**config.mk**
```make
export PLATFORM = sky130hd
export DESIGN_NAME = sig_link_fifo
export DESIGN_NICKNAME = d
export VERILOG_FILES = /design/src/rtl/sig_link_pkg.sv /design/src/rtl/sig_link_ram.sv /design/src/rtl/sig_link_fifo.sv
export SDC_FILE = /design/constraint.sdc
export NUM_CORES = 1
export LEC_CHECK = 0
export CAP_MARGIN = 20
export CORE_MARGIN = 4
export CORE_UTILIZATION = 40
export CTS_BUF_LIST = sky130_fd_sc_hd__clkbuf_4 sky130_fd_sc_hd__clkbuf_8
export DETAILED_ROUTE_END_ITERATION = 10
export SYNTH_ARGS = -nofsm -noshare
export SYNTH_HDL_FRONTEND = slang
export SYNTH_HIERARCHICAL = 1
export SYNTH_SLANG_ARGS = --single-unit
```
**constraint.sdc**
```tcl
create_clock -name clk -period 2.51 [get_ports clk]
set_clock_uncertainty 0.05 [all_clocks]
set_input_delay 0.753 -clock clk [delete_from_list [all_inputs] [get_ports clk]]
set_output_delay 0.753 -clock clk [all_outputs]
set_load 0.01 [all_outputs]
```
**src/rtl/sig_link_pkg.sv**
```systemverilog
// Shared types and helpers for the OutSignal -> InSignal link buffer.
package sig_link_pkg;

    localparam int unsigned SIG_BUS_W = 3;

    typedef struct packed {
        logic                 flag;
        logic [SIG_BUS_W-1:0] bus;
    } sig_word_t;

    // Pointer width that stays at least one bit for tiny depths.
    function automatic int unsigned clog2_min1(input int unsigned n);
        return (n <= 1) ? 1 : $clog2(n);
    endfunction

endpackage

```
**src/rtl/sig_link_ram.sv**
```systemverilog
// Register-array storage: one synchronous write port, asynchronous read.
module sig_link_ram
    import sig_link_pkg::*;
#(
    parameter int unsigned WORD_W = SIG_BUS_W + 1,
    parameter int unsigned DEPTH  = 4,
    parameter int unsigned PTR_W  = clog2_min1(DEPTH)
) (
    input  logic              clk,
    input  logic              we_i,
    input  logic [PTR_W-1:0]  waddr_i,
    input  logic [WORD_W-1:0] wdata_i,
    input  logic [PTR_W-1:0]  raddr_i,
    output logic [WORD_W-1:0] rd_data_o
);

    logic [WORD_W-1:0] mem_q [DEPTH];

    always_ff @(posedge clk) begin
        if (we_i) begin
            mem_q[waddr_i] <= wdata_i;
        end
    end

    assign rd_data_o = mem_q[raddr_i];

endmodule

```
**src/rtl/sig_link_fifo.sv**
```systemverilog
// Elastic valid/ready buffer for {flag, bus} words with show-ahead head
// output, fill level and high-water mark.
module sig_link_fifo
    import sig_link_pkg::*;
#(
    parameter int unsigned DATA_W = SIG_BUS_W,
    parameter int unsigned DEPTH  = 4,
    parameter int unsigned CNT_W  = $clog2(DEPTH) + 1
) (
    input  logic              clk,
    input  logic              rst_n,
    input  logic              flush,
    input  logic              wr_valid,
    output logic              wr_ready,
    input  logic [DATA_W-1:0] wr_bus,
    input  logic              wr_flag,
    output logic              rd_valid,
    input  logic              rd_ready,
    output logic [DATA_W-1:0] rd_bus,
    output logic              rd_flag,
    output logic [CNT_W-1:0]  level,
    output logic [CNT_W-1:0]  high_water
);

    localparam int unsigned PTR_W  = clog2_min1(DEPTH);
    localparam int unsigned WORD_W = DATA_W + 1;

    logic [PTR_W-1:0]  wr_ptr_q, wr_ptr_d, rd_ptr_q, rd_ptr_d;
    logic [CNT_W-1:0]  level_q, level_d, hw_q, hw_d;
    logic              wr_ready_q, wr_ready_d, rd_valid_q, rd_valid_d;
    logic [WORD_W-1:0] head_q, head_d, wr_word, ram_word;
    logic              push, pop;

    assign wr_word = {wr_flag, wr_bus};
    assign push    = wr_valid && wr_ready_q;
    assign pop     = rd_valid_q && rd_ready;

    sig_link_ram #(
        .WORD_W (WORD_W),
        .DEPTH  (DEPTH),
        .PTR_W  (PTR_W)
    ) u_ram (
        .clk       (clk),
        .we_i      (push && !flush),
        .waddr_i   (wr_ptr_q),
        .wdata_i   (wr_word),
        .raddr_i   (rd_ptr_d),
        .rd_data_o (ram_word)
    );

    // Next-state: pointers, level, high-water and the registered head word.
    always_comb begin
        wr_ptr_d = wr_ptr_q;
        rd_ptr_d = rd_ptr_q;
        level_d  = level_q;
        hw_d     = hw_q;
        head_d   = head_q;
        if (flush) begin
            wr_ptr_d = '0;
            rd_ptr_d = '0;
            level_d  = '0;
            hw_d     = '0;
        end else begin
            if (push) begin
                wr_ptr_d = wr_ptr_q + PTR_W'(1);
            end
            if (pop) begin
                rd_ptr_d = rd_ptr_q + PTR_W'(1);
            end
            if (push && !pop) begin
                level_d = level_q + CNT_W'(1);
            end else if (pop && !push) begin
                level_d = level_q - CNT_W'(1);
            end
            if (level_d > hw_q) begin
                hw_d = level_d;
            end
            // The new head may be the word being written on this very edge.
            if (level_d != '0) begin
                head_d = (push && (wr_ptr_q == rd_ptr_d)) ? wr_word : ram_word;
            end
        end
        wr_ready_d = (level_d != CNT_W'(DEPTH));
        rd_valid_d = (level_d != '0);
    end

    always_ff @(posedge clk or negedge rst_n) begin
        if (!rst_n) begin
            wr_ptr_q   <= '0;
            rd_ptr_q   <= '0;
            level_q    <= '0;
            hw_q       <= '0;
            head_q     <= '0;
            wr_ready_q <= 1'b1;
            rd_valid_q <= 1'b0;
        end else begin
            wr_ptr_q   <= wr_ptr_d;
            rd_ptr_q   <= rd_ptr_d;
            level_q    <= level_d;
            hw_q       <= hw_d;
            head_q     <= head_d;
            wr_ready_q <= wr_ready_d;
            rd_valid_q <= rd_valid_d;
        end
    end

    assign wr_ready   = wr_ready_q;
    assign rd_valid   = rd_valid_q;
    assign rd_bus     = head_q[DATA_W-1:0];
    assign rd_flag    = head_q[DATA_W];
    assign level      = level_q;
    assign high_water = hw_q;

endmodule

```
==> results of run 1 <==
[registers in the layout (all words and copies together), names as in the netlist]
name	cells
u_ram/mem_q	16
head_q	4
high_water	3
level	3
rd_ptr_q	2
wr_ptr_q	2
rd_valid	1
wr_ready	1
[placed cells by master (no fill, tap or decap), types with 4 or more instances in the layout]
cell	instances
clkdlybuf4s50_1	18
buf_4	17
edfxtp_1	16
dfrtp_1	15
nor2_1	10
inv_1	7
clkbuf_8	7
nand3_1	4
xor2_1	4
mux2_4	4
ha_1	4
mux4_1	4
[per-layer routing]
layer	vias up	wire [um]	track usage
met2	15	1380	0.191
met1	500	1390	0.173
met4	0	55	0.0638
met3	6	140	0.0518
li1	491	-	-
met5	-	0	0
[through the flow]
stage / setup TNS (ns) / std cells / hold slack [ns]
after floorplan: 0 / 109 / 0.407
after global placement: -3.93 / 193 / 0.448
after detailed placement: -4.05 / 193 / 0.451
after CTS: 0 / 201 / 0.469
after global routing: 0 / 202 / 0.494
final: 0 / 202 / 0.463
[Yosys cell counts, types with 2 or more instances]
| cell type | n | share of area |
|---|---|---|
| inv_1 | 7 | 0.017 |
| xor2_1 | 4 | 0.023 |
| nand2_2 | 2 | 0.0081 |
| o21ai_0 | 3 | 0.0097 |
| dfrtp_1 | 15 | 0.24 |
| nand2_1 | 2 | 0.0049 |
| edfxtp_1 | 16 | 0.31 |
| and3b_1 | 2 | 0.011 |
| a21oi_1 | 5 | 0.016 |
| nand2b_1 | 2 | 0.0081 |
| mux4_1 | 4 | 0.068 |
| ha_1 | 5 | 0.041 |
| mux2_4 | 4 | 0.039 |
| xnor2_1 | 2 | 0.011 |
| nand3_1 | 4 | 0.013 |
| mux2_1 | 3 | 0.022 |
| nor2_1 | 11 | 0.027 |
| mux2i_1 | 3 | 0.019 |
[area by class of cell]
class,count,area [sq um]
clock buffers,7,96.3
multi-input cells,69,682
clock inverters,1,30.0
fillers,299,1580
well taps,48,60.1
inverters,7,26.3
repair buffers,38,329
flip-flops and latches,32,882
[power by group]
part           switching (W)  total [W]  internal, W
clock network       0.000181   0.000531     0.000350
logic               0.000306   0.000728     0.000421
registers          0.0000580   0.000688     0.000630
total               0.000545    0.00195      0.00140
[critical path: stages]
cell             delay, ns
clkdlybuf4s50_1       0.45
nor2_2                0.12
buf_6                 0.13
mux4_1                0.55
mux2_1                0.31
mux2_4                0.25
[logic make-up after synthesis]
logic type,count (synthesis)
buf+inv,8
simple gates,27
xor+xnor,7
fa+ha+maj,5
flops,32
compound gates,15
mux,15
[worst paths after layout]
path / start / endpoint / slack, ns
hold / removal: head_q[3] / head_q[3] / 0.46
setup reg to reg: wr_ready / high_water[1] / 0.21
min in group asynchronous: rst_n / wr_ptr_q[0] / 0.75
setup / recovery: flush / head_q[0] / 0.06
hold reg to reg: head_q[3] / head_q[3] / 0.46
max in group asynchronous: rst_n / wr_ready / 1.41
[repair_timing]
action,CTS,global route
gates resized for setup,8,8
buffers inserted,0,1
pin swaps,1,3
endpoints found under the setup margin,7,6
==> run summary, run 1 <==
Cell Area, Synth: 1540 sq um
Mapped Nets: 123
Clock buffer count from CTS: 5
CTS tree: yes
Synth warnings: 6
Final Cycle Share: 0.975
Critical Path Sink Type: flip-flop
Total GRT Usage: 0.132
Pre-antenna DRT Iters: 4
Vias in the first global route: 1019
Critical Path Source Type: input port
Vias/cell: 5.01
Die ar.: 4910 sq um
Initial Util: 0.418
Layout cells sized above 1: 0.305
Final HPWL DP: 2120 um
Via count: 1012
Number of synthesized flops with an enable pin: 16
Yosys cell types: 33
Average size of a mapped cell: 14.1 sq um
Status: finished clean
Total Wirelength: 2960 um
Finished Core Util: 0.571
First-pass GRT wire length: 4840 um
Setup ws final: 0.0629 ns
Mux contribution to synthesized area: 0.156
Synth Area in XOR/XNOR: 0.0446
Leak Pwr: 0.874 nW
Clk sinks: 32
Max VDD drop: 0.000564 V
Clock transition at the registers of the reported paths: 0.07 ns
Post-synthesis simple-gate area fraction: 0.0933
Port Buffers: 20
DR WL/cell: 14.6 um
Power Dens Cells: 925 nW/um^2
Synth Area in Adders: 0.0406
Post-route cell area: 2110 sq um
Antenna viol nets, final: 0
H-tree levels: 2
Seq/Total Area, Yosys: 0.572
Worst Hold Class: flip-flop to flip-flop
Drt initial violations: 33
Final Hold Viols: 0
RSZ-0062 raised after global routing: no
CP Class: input port to flip-flop
# hold bufs at CTS: 0
Main combinational cell family by area after synthesis: multiplexers
Clock latency on the worst-skew pair: 0.28 ns
Fmax: 409 MHz
Die width: 70.1 um
R2R cell count: 10
Minimum clock period: 2.45 ns
Design Power: 0.00195 W
Pre-CTS setup slack: -0.629 ns
Fin nets: 167
Final Max Slew Viols: 0
Final Setup Violations: 0
Pin count of the biggest net entering global routing: 17
DRC Markers: 0
Cells after Synth: 109
CP max FO: 5
Placement Cell Area: 1930 sq um
CTS root buf: clkbuf_8
Hold depth: 1
CP Data Required Time: 2.63 ns
Async S/R FF share, synth: 0.500
Gpl congestion: 0.771
ANT cells: 0
Rows: 22
Worst Tran Pin Value: 0.289 ns
# IOs: 21
Slew HR: 0.807
Main synth FF type: edfxtp_1
Area grow syn2layout: 36.6%
Clock tree buffer depth: 2
Die height: 70.1 um
Compound-gate portion of the synthesized area: 0.0739
Initial antenna violation count: 0
Core Box Area: 3690 sq um
Flops & latches, synth: 32
Max-cap violations: 0
Remaining Overflow, GRT: 0
Arrival @ worst endpoint: 2.57 ns
Note: power is estimated with default switching activity, not from simulation.
==> run 2: changes to the inputs <==
--- a/config.mk
+++ b/config.mk
@@ -5,11 +5,12 @@
 export SDC_FILE = /design/constraint.sdc
 export NUM_CORES = 1
 export LEC_CHECK = 0
-export CAP_MARGIN = 20
+export CAP_MARGIN = 40
 export CORE_MARGIN = 4
 export CORE_UTILIZATION = 40
 export CTS_BUF_LIST = sky130_fd_sc_hd__clkbuf_4 sky130_fd_sc_hd__clkbuf_8
 export DETAILED_ROUTE_END_ITERATION = 10
+export SKIP_CTS_REPAIR_TIMING = 1
 export SYNTH_ARGS = -nofsm -noshare
 export SYNTH_HDL_FRONTEND = slang
 export SYNTH_HIERARCHICAL = 1
==> run summary, run 2 (synthesis results as in run 1) <==
Core Box Area: 3690 sq um (unchanged)
CP max FO: 5 (unchanged)
Total GRT Usage: 0.132 (unchanged)
Status: finished clean
Logic pwr share: 0.372 (-0.002)
Critical Path Sink Type: flip-flop
CP max-delay cell: mux4_1
Vias/cell: 4.98 (-0.59%)
DRC Markers: 0 (unchanged)
Via count: 1006 (-0.59%)
Power Dens Cells: 924 nW/um^2 (about the same)
Final Hold Viols: 0 (unchanged)
Die ar.: 4910 sq um (unchanged)
Hold_sp: head_q[3]
# IOs: 21 (unchanged)
Final HPWL DP: 2120 um (unchanged)
Area grow syn2layout: 36.0%
Layout cells sized above 1: 0.299 (-0.00649)
Worst Hold Class: flip-flop to flip-flop
Rows: 22 (unchanged)
Setup ws final: 0.0627 ns (-0.000193 ns)
Final Setup Violations: 0 (unchanged)
Top delay family on crit path: multiplexers
Pin count of the biggest net entering global routing: 17 (unchanged)
Vias in the first global route: 1018 (-0.098%)
Post-route cell area: 2100 sq um (-0.42%)
Die width: 70.1 um (unchanged)
CTS tree: yes
WP buf/inv: 2 (unchanged)
Finished Core Util: 0.569 (-0.00237)
Worst Tran Pin Value: 0.289 ns (-0.000503 ns)
Clock buffer count from CTS: 5 (unchanged)
Die height: 70.1 um (unchanged)
CP Class: input port to flip-flop
CP Data Required Time: 2.63 ns (about the same)
DR WL/cell: 14.6 um (-0.20%)
Placement Cell Area: 1930 sq um (unchanged)
R2r startpoint: level[0]
First-pass GRT wire length: 4840 um (-0.14%)
Fillers: 302 (+1.0%)
Drt initial violations: 29 (-12%)
Design Power: 0.00194 W (-0.50%)
Clk sinks: 32 (unchanged)
Final Max Slew Viols: 0 (unchanged)
Max VDD drop: 0.000564 V (about the same)
Gpl congestion: 0.771 (unchanged)
Minimum clock period: 2.45 ns (+0.000193 ns)
Pre-antenna DRT Iters: 4 (unchanged)
Slew HR: 0.807 (about the same)
Port Buffers: 20 (unchanged)
Fin nets: 167 (unchanged)
Sequential power share: 0.354 (about the same)
Worst Setup SP: flush
Most common cell after layout, fill and taps aside: clkdlybuf4s50_1
Final Cycle Share: 0.975 (about the same)
Commonest non-fill, non-tap cells in the layout: clkdlybuf4s50_1, buf_4, edfxtp_1
P_sw: 0.000540 W (-0.92%)
Clock power frac: 0.274 (about the same)
CTS root buf: clkbuf_8
Clock tree buffer depth: 2 (unchanged)
Biggest register: u_ram/mem_q
Pre-CTS setup slack: -0.629 ns (unchanged)
H-tree levels: 2 (unchanged)
Leak Pwr: 0.876 nW (+0.17%)
Clock transition at the registers of the reported paths: 0.07 ns (about the same)
Internal power: 0.00140 W (-0.33%)
Worst path max stage delay: 0.55 ns (about the same)
Remaining Overflow, GRT: 0 (unchanged)
Max-cap violations: 0 (unchanged)
Total Wirelength: 2950 um (-0.20%)
Clock latency on the worst-skew pair: 0.28 ns (about the same)
Critical Path Source Type: input port
Arrival @ worst endpoint: 2.57 ns (about the same)
Setup slack, reg-to-reg: 0.21 ns (about the same)
Antenna viol nets, final: 0 (unchanged)
Fmax: 409 MHz (about the same)
Initial Util: 0.418 (unchanged)
Crit-path cells: clkdlybuf4s50_1, nor2_2, buf_6, mux4_1, mux2_1, mux2_4
ANT cells: 0 (unchanged)
Initial antenna violation count: 0 (unchanged)
Sw Share: 0.279 (-0.00119)
Biggest regs: u_ram/mem_q (16), head_q (4)
Max FFs per register: 16 (unchanged)
-- run 2: cell count changes in the layout (fill, tap and decap cells not counted) --
cell,change
nand2_2,+1
xnor2_4,-1
buf_2,-1
nand2_4,-1
dlymetal6s2s_1,+1
xnor2_2,+1
-- run 2: final timing paths --
| kind | to | cells past startpoint |
|---|---|---|
| min in group asynchronous | wr_ptr_q[0] | 2 |
| hold reg to reg | head_q[3] | 1 |
| setup / recovery | head_q[0] | 6 |
| max in group asynchronous | wr_ready | 2 |
| hold / removal | head_q[3] | 1 |
| setup reg to reg | high_water[1] | 10 |
-- run 2: area by class of cell --
class / count / area (sq um) / share of cell area
Sequential cell: 32 / 882 / 0.421
Multi-Input combinational cell: 69 / 666 / 0.317
Clock inverter: 1 / 30.0 / 0.0143
Clock buffer: 7 / 96.3 / 0.0459
Timing Repair Buffer: 38 / 337 / 0.161
Tap cell: 48 / 60.1 / 0.0286
Inverter: 7 / 26.3 / 0.0125
-- run 2: power by group through the flow --
stage | sequential (W) | combinational (W) | clock, W
2_1_floorplan | 0.000722 | 0.000359 | 0
3_3_place_gp | 0.000695 | 0.000669 | 0
3_5_place_dp | 0.000696 | 0.000672 | 0
4_1_cts | 0.000685 | 0.000679 | 0.000545
5_1_grt | 0.000698 | 0.000784 | 0.000568
6_report | 0.000685 | 0.000721 | 0.000531
-- run 2: layer usage --
metal	GRT usage	vias to the layer above	routed length [um]
li1	-	490	-
met1	0.172	492	1390
met2	0.192	18	1350
met3	0.0518	6	160
met4	0.0638	0	55
met5	0	-	0
-- run 2: through the flow --
step / instances / hold WS (ns) / setup TNS, ns
6_report: 202 / 0.463 / 0
5_1_grt: 202 / 0.494 / -0.000850
4_1_cts: 201 / 0.469 / -2.08
3_5_place_dp: 193 / 0.451 / -4.05
3_3_place_gp: 193 / 0.448 / -3.93
2_1_floorplan: 109 / 0.407 / 0
-- run 2: worst reg2reg max path: stages (launching register included) --
cell,delay [ns]
dfrtp_1,0.37
buf_4,0.16
ha_1,0.21
a22o_4,0.23
xnor2_2,0.16
inv_1,0.08
ha_1,0.31
a21oi_1,0.08
a31oi_2,0.26
mux2i_1,0.22
nor2_1,0.06
